`config.mk`:
```
export PLATFORM = sky130hd
export DESIGN_NAME = micro32_loader
export DESIGN_NICKNAME = d
export VERILOG_FILES = /design/src/rtl/micro32_loader.sv
export SDC_FILE = /design/constraint.sdc
export NUM_CORES = 1
export LEC_CHECK = 0
export CORE_ASPECT_RATIO = 1.5
export CORE_UTILIZATION = 30
export DETAILED_ROUTE_END_ITERATION = 12
export PLACE_DENSITY = 0.55
export SKIP_CTS_REPAIR_TIMING = 1
export SLEW_MARGIN = 25
export SYNTH_ARGS = -nofsm -noshare
export SYNTH_HDL_FRONTEND = slang
export SYNTH_SLANG_ARGS = --single-unit
```
`constraint.sdc`:
```
create_clock -name clk1 -period 2.2 [get_ports clk1]
set_input_delay 0.44 -clock clk1 [delete_from_list [all_inputs] [get_ports clk1]]
set_output_delay 0.44 -clock clk1 [all_outputs]
set_load 0.01 [all_outputs]
```
`src/rtl/micro32_loader.sv`:
```
// micro32_loader: receives a framed byte stream and writes it into micro32
// instruction/data memory. It holds the CPU halted while loading and releases
// it with a start pulse once the frame checksum verifies.
//
// Frame: A5 | N[15:8] N[7:0] | B[15:8] B[7:0] | 4*N payload bytes | XOR checksum
//
// Ports
//   clk1       sole clock, rising edge
//   reset      synchronous, active-high
//   rx_data    incoming stream byte
//   rx_valid   rx_data valid
//   rx_ready   byte is accepted when rx_valid && rx_ready
//   mem_we     one-cycle word write strobe
//   mem_addr   word address of the write, (B + k) mod 2^ADDR_W
//   mem_wdata  assembled big-endian word
//   cpu_halt   keeps micro32 halted while high
//   cpu_start  one-cycle pulse releasing micro32 from PC 0
//   done       last frame loaded with a good checksum
//   err        sticky frame error, cleared only by reset
module micro32_loader #(
  parameter int unsigned ADDR_W = 10
) (
  input  logic              clk1,
  input  logic              reset,
  input  logic [7:0]        rx_data,
  input  logic              rx_valid,
  output logic              rx_ready,
  output logic              mem_we,
  output logic [ADDR_W-1:0] mem_addr,
  output logic [31:0]       mem_wdata,
  output logic              cpu_halt,
  output logic              cpu_start,
  output logic              done,
  output logic              err
);

  typedef enum logic [3:0] {
    IDLE,
    CNT_HI,
    CNT_LO,
    ADR_HI,
    ADR_LO,
    PAYLOAD,
    WRITE,
    CHECK,
    START,
    DONE,
    ERROR
  } state_t;

  // Largest legal word count is the full memory, 2^ADDR_W.
  localparam logic [16:0] MAX_N = 17'(1) << ADDR_W;

  state_t            state_q, state_d;
  logic [15:0]       cnt_q, cnt_d;       // words still to be written
  logic [7:0]        adr_hi_q, adr_hi_d;
  logic [ADDR_W-1:0] addr_q, addr_d;
  logic [31:0]       asm_q, asm_d;
  logic [1:0]        nbyte_q, nbyte_d;
  logic [7:0]        csum_q, csum_d;

  logic        accept;
  logic [15:0] n16;
  logic [15:0] base16;
  logic        n_bad;

  assign accept = rx_valid && rx_ready;
  assign n16    = {cnt_q[15:8], rx_data};
  assign base16 = {adr_hi_q, rx_data};
  assign n_bad  = (n16 == 16'd0) || ({1'b0, n16} > MAX_N);

  assign mem_addr  = addr_q;
  assign mem_wdata = asm_q;

  always_ff @(posedge clk1) begin
    if (reset) begin
      state_q  <= IDLE;
      cnt_q    <= '0;
      adr_hi_q <= '0;
      addr_q   <= '0;
      asm_q    <= '0;
      nbyte_q  <= '0;
      csum_q   <= '0;
    end else begin
      state_q  <= state_d;
      cnt_q    <= cnt_d;
      adr_hi_q <= adr_hi_d;
      addr_q   <= addr_d;
      asm_q    <= asm_d;
      nbyte_q  <= nbyte_d;
      csum_q   <= csum_d;
    end
  end

  always_comb begin
    state_d   = state_q;
    cnt_d     = cnt_q;
    adr_hi_d  = adr_hi_q;
    addr_d    = addr_q;
    asm_d     = asm_q;
    nbyte_d   = nbyte_q;
    csum_d    = csum_q;
    rx_ready  = 1'b1;
    mem_we    = 1'b0;
    cpu_halt  = 1'b1;
    cpu_start = 1'b0;
    done      = 1'b0;
    err       = 1'b0;

    unique case (state_q)
      IDLE, DONE: begin
        if (state_q == DONE) begin
          done     = 1'b1;
          cpu_halt = 1'b0;
        end
        // Anything other than the header byte is dropped here.
        if (accept && rx_data == 8'hA5) begin
          state_d = CNT_HI;
          csum_d  = '0;
          nbyte_d = '0;
        end
      end
      CNT_HI: begin
        if (accept) begin
          cnt_d[15:8] = rx_data;
          state_d     = CNT_LO;
        end
      end
      CNT_LO: begin
        if (accept) begin
          cnt_d   = n16;
          state_d = n_bad ? ERROR : ADR_HI;
        end
      end
      ADR_HI: begin
        if (accept) begin
          adr_hi_d = rx_data;
          state_d  = ADR_LO;
        end
      end
      ADR_LO: begin
        if (accept) begin
          addr_d  = base16[ADDR_W-1:0];
          state_d = PAYLOAD;
        end
      end
      PAYLOAD: begin
        if (accept) begin
          asm_d   = {asm_q[23:0], rx_data};
          csum_d  = csum_q ^ rx_data;
          nbyte_d = nbyte_q + 2'd1;
          if (nbyte_q == 2'd3) begin
            state_d = WRITE;
          end
        end
      end
      WRITE: begin
        rx_ready = 1'b0;
        mem_we   = 1'b1;
        // Address advances after the strobe and wraps at 2^ADDR_W naturally.
        addr_d   = addr_q + ADDR_W'(1);
        cnt_d    = cnt_q - 16'd1;
        state_d  = (cnt_q == 16'd1) ? CHECK : PAYLOAD;
      end
      CHECK: begin
        if (accept) begin
          state_d = (rx_data == csum_q) ? START : ERROR;
        end
      end
      START: begin
        rx_ready  = 1'b0;
        cpu_start = 1'b1;
        cpu_halt  = 1'b0;
        state_d   = DONE;
      end
      ERROR: begin
        rx_ready = 1'b0;
        err      = 1'b1;
      end
      default: begin
        state_d = IDLE;
      end
    endcase
  end

endmodule

```
==> results.yml, run 1 <==
finish:
  fin_cells: 729
  fill_cells: 1235
  drive_gt1_frac: 0.134
  nNetsFinal: 586
  syn2layout_area_growth_pct: 36.2
  antenna_cells: 0
synth:
  synth-edff-count: 0
  synth_top_family_by_area: "simple AND/OR/NAND/NOR gates"
  synthAdderAreaFrac: 0.0137
  yosysTopAreaCell: "dfxtp_1"
  synthSimpleGateAreaFrac: 0.276
  ys_seq_elements: 74
  syn_inst: 491
  synth-compound-area-share: 0.228
  yosys_warnings: 0
  syn_nets: 506
  synth-xor-area-share: 0.0143
  synth_ff_type: "dfxtp_1"
  ys_types: 57
  avgSynthCellArea_sq_um: 7.46
  synthMuxAreaShare: 0.00854
  syn_area_sq_um: 3660
  yosysSeqAreaShare: 0.404
  synth_top_cell_area_share: 0.404
  synthArstFlopShare: 0
  synth_area_leaders: "dfxtp_1 40%, nand2_1 9.5%, a21oi_1 7.4%"
setup_path:
  crit_type: "reg -> out"
  crit_slowest_cell: "clkdlybuf4s50_1"
  worst-path-max-fanout: 15
  slowest_delay_ns: 0.54
  cpLargestDelayFamily: "buffers and inverters"
  start_kind: "flop"
  crit_required_ns: 1.76
  startpoint: "state_q[0]$_SDFFE_PP0P_"
  end_kind: "output pin"
  crit_arrival_ns: 1.69
  worstPathCellList: "buf_6 > inv_1 > nor2_1 > clkdlybuf4s50_1"
  path_buf_inv: 3
  rr_startpoint: "cnt_q[3]$_SDFFE_PP0P_"
global_routing:
  grt_pass1_wl_microns: 18400
  antenna_found_initial: 0
  grtUsageTotal: 0.186
  first_global_vias: 3681
  overflow: 0
  grt_max_degree: 40
place:
  place_ws_ns: -0.151
  io_buffers: 58
  dp_cells: 713
  place_hpwl_microns: 8090
  gp_congestion: 0.897
floorplan:
  core_area_sq_um: 12000
  num_rows: 49
  die-width_microns: 92.2
  die_area_sq_um: 12700
  initial_core_util: 0.306
  die_h_microns: 137
  io_pins: 59
route:
  first_iter_violations: 146
  drt-vias-per-instance: 5.26
  detail-route-antenna-nets: 0
  drt_pass1_iterations: 5
  wl_microns: 11000
  vias: 3834
  drc: 0
  wl_per_cell_microns: 15.1
min_path:
  min-delay-start: "mem_wdata[31]$_SDFFE_PP0P_"
  hp-class: "reg -> reg"
clock_network:
  clkLatencyLatePin_ns: 0.33
  root_buffer: "clkbuf_16"
  cts_buffers: 9
  cts_sinks: 74
  cts_buffer_depth: 2
  cts.clk_slew.worst_paths_ns: 0.06
  htreeDepth: 3
  cts_tree: "yes"
sta:
  slew_headroom: 0.704
  tightest_slew_ns: 0.440
  fin_crit_sh: 0.969
  grt_setup_unrepaired: "false"
  drv_slew: 0
  setup-tns-final_ns: 0
  worst_slack_ns: 0.0671
  fin_skew_ns: 0.00410
  fmax_ghz: 0.469
  hold_slack_ns: 0.452
  final_hold_viol_count: 0
  fin_crit_ns: 2.13
  setup_violations: 0
run_status:
  status: "finished, final reports clean"
run:
  maxCapViolCount: 0
power:
  swShare: 0.272
  intPower_mw: 2.62
  design_power_total_mw: 3.61
  powerDensity_nw_per_um2: 722
  power.switching_mw: 0.981
  peakVddDrop_v: 0.000375
  p_comb_frac: 0.193
  cellLeakagePower_nw: 1.75
  p_clk_frac: 0.415
  pwr-share-seq: 0.392
synthesized netlist by cell type, drive strengths merged (3+ instances only):
cell and instances:
and3 6, ha 4, nor2 42, nor2b 7, inv 14, nor3 11, nand2b 6, or3 6
dfxtp 74, a221oi 3, clkbuf 30, o21ai 30, or2 5, nor4 7, buf 6, xnor2 5
nand3 21, a31oi 8, nand2 93, nand4 7, a211oi 4, nor3b 3, a22oi 10, a21oi 54
o22ai 3
cells in the final DEF (no fill, tap or decap), types with 3 or more instances in the layout:
cell type	netlist	routed
a31oi_1	8	8
nor2b_1	7	7
nand3_1	21	20
nand2b_1	6	6
clkbuf_16	0	9
or3_1	6	6
clkdlybuf4s50_1	0	56
a221oi_1	3	3
dfxtp_1	74	73
o22ai_1	3	3
inv_1	14	14
nor4_1	7	7
xnor2_1	5	5
a21oi_1	54	54
and3_1	6	6
buf_4	0	44
nor3_1	9	9
or2_2	5	5
nand4_1	7	7
ha_1	4	4
nor2_1	42	41
nand2_1	93	93
a211oi_1	3	3
a22oi_1	10	10
o21ai_0	30	29
sequential cells by signal, indices dropped and copies added (netlist names):
name       cells
csum_q         8
mem_wdata     32
cnt_q         16
nbyte_q        2
adr_hi_q       2
state_q        4
mem_addr      10
area by class of cell:
cell class	instances	area (sq um)	area share
multi-input combinational	366	1990	0.400
sequential	74	1480	0.297
timing repair buffer	105	960	0.192
clock buffer	12	256	0.0514
tap	153	191	0.0384
inverter	15	56.3	0.0113
clock inverter	4	50.0	0.0100
worst register-to-register path, stage by stage, from the launching register on:
cell and delay (ns):
dfxtp_1 0.31, or4_1 0.57, or3_1 0.52, nor3_4 0.21, xor2_1 0.16, nor2_1 0.06
a211oi_2 0.18
through the flow:
step,utilization,area (sq um)
6_report,0.417,4990
5_1_grt,0.417,4990
4_1_cts,0.416,4980
3_5_place_dp,0.391,4670
3_3_place_gp,0.391,4670
2_1_floorplan,-,3660
power by group through the flow:
stage	combinational [mW]	sequential, mW	clock [mW]
2_1_floorplan	0.450	1.42	0
3_3_place_gp	0.677	1.44	0
3_5_place_dp	0.682	1.44	0
4_1_cts	0.683	1.41	1.53
5_1_grt	0.755	1.42	1.60
6_report	0.697	1.41	1.50
layer usage:
layer,vias to the layer above,GRT usage,part of all wire
li1,1893,-,-
met1,1795,0.212,0.42
met2,122,0.324,0.50
met3,24,0.0309,0.044
met4,0,0.113,0.034
met5,-,0,0
cell families after synthesis:
group,count (synthesis)
adder cells (fa/ha/maj),4
AND/OR/NAND/NOR,217
buffers and inverters,51
AO/OA/AOI/OAI,136
multiplexers,3
XOR/XNOR,6
flip-flops,74
worst paths after layout:
kind | endpoint | slack (ns) | cells after the start
setup reg to reg | cnt_q[14]$_SDFFE_PP0P_ | 0.11 | 6
setup / recovery | done | 0.07 | 4
hold / removal | mem_wdata[31]$_SDFFE_PP0P_ | 0.45 | 2
hold reg to reg | mem_wdata[31]$_SDFFE_PP0P_ | 0.45 | 2
Note: power is estimated with default switching activity, not from simulation.
==> run 2: changes to the inputs <==
Settings changed: CTS_CLUSTER_SIZE set to 30.
==> results of run 2 <==
No change in the layout: final DEF, timing and power equal those of run 1.
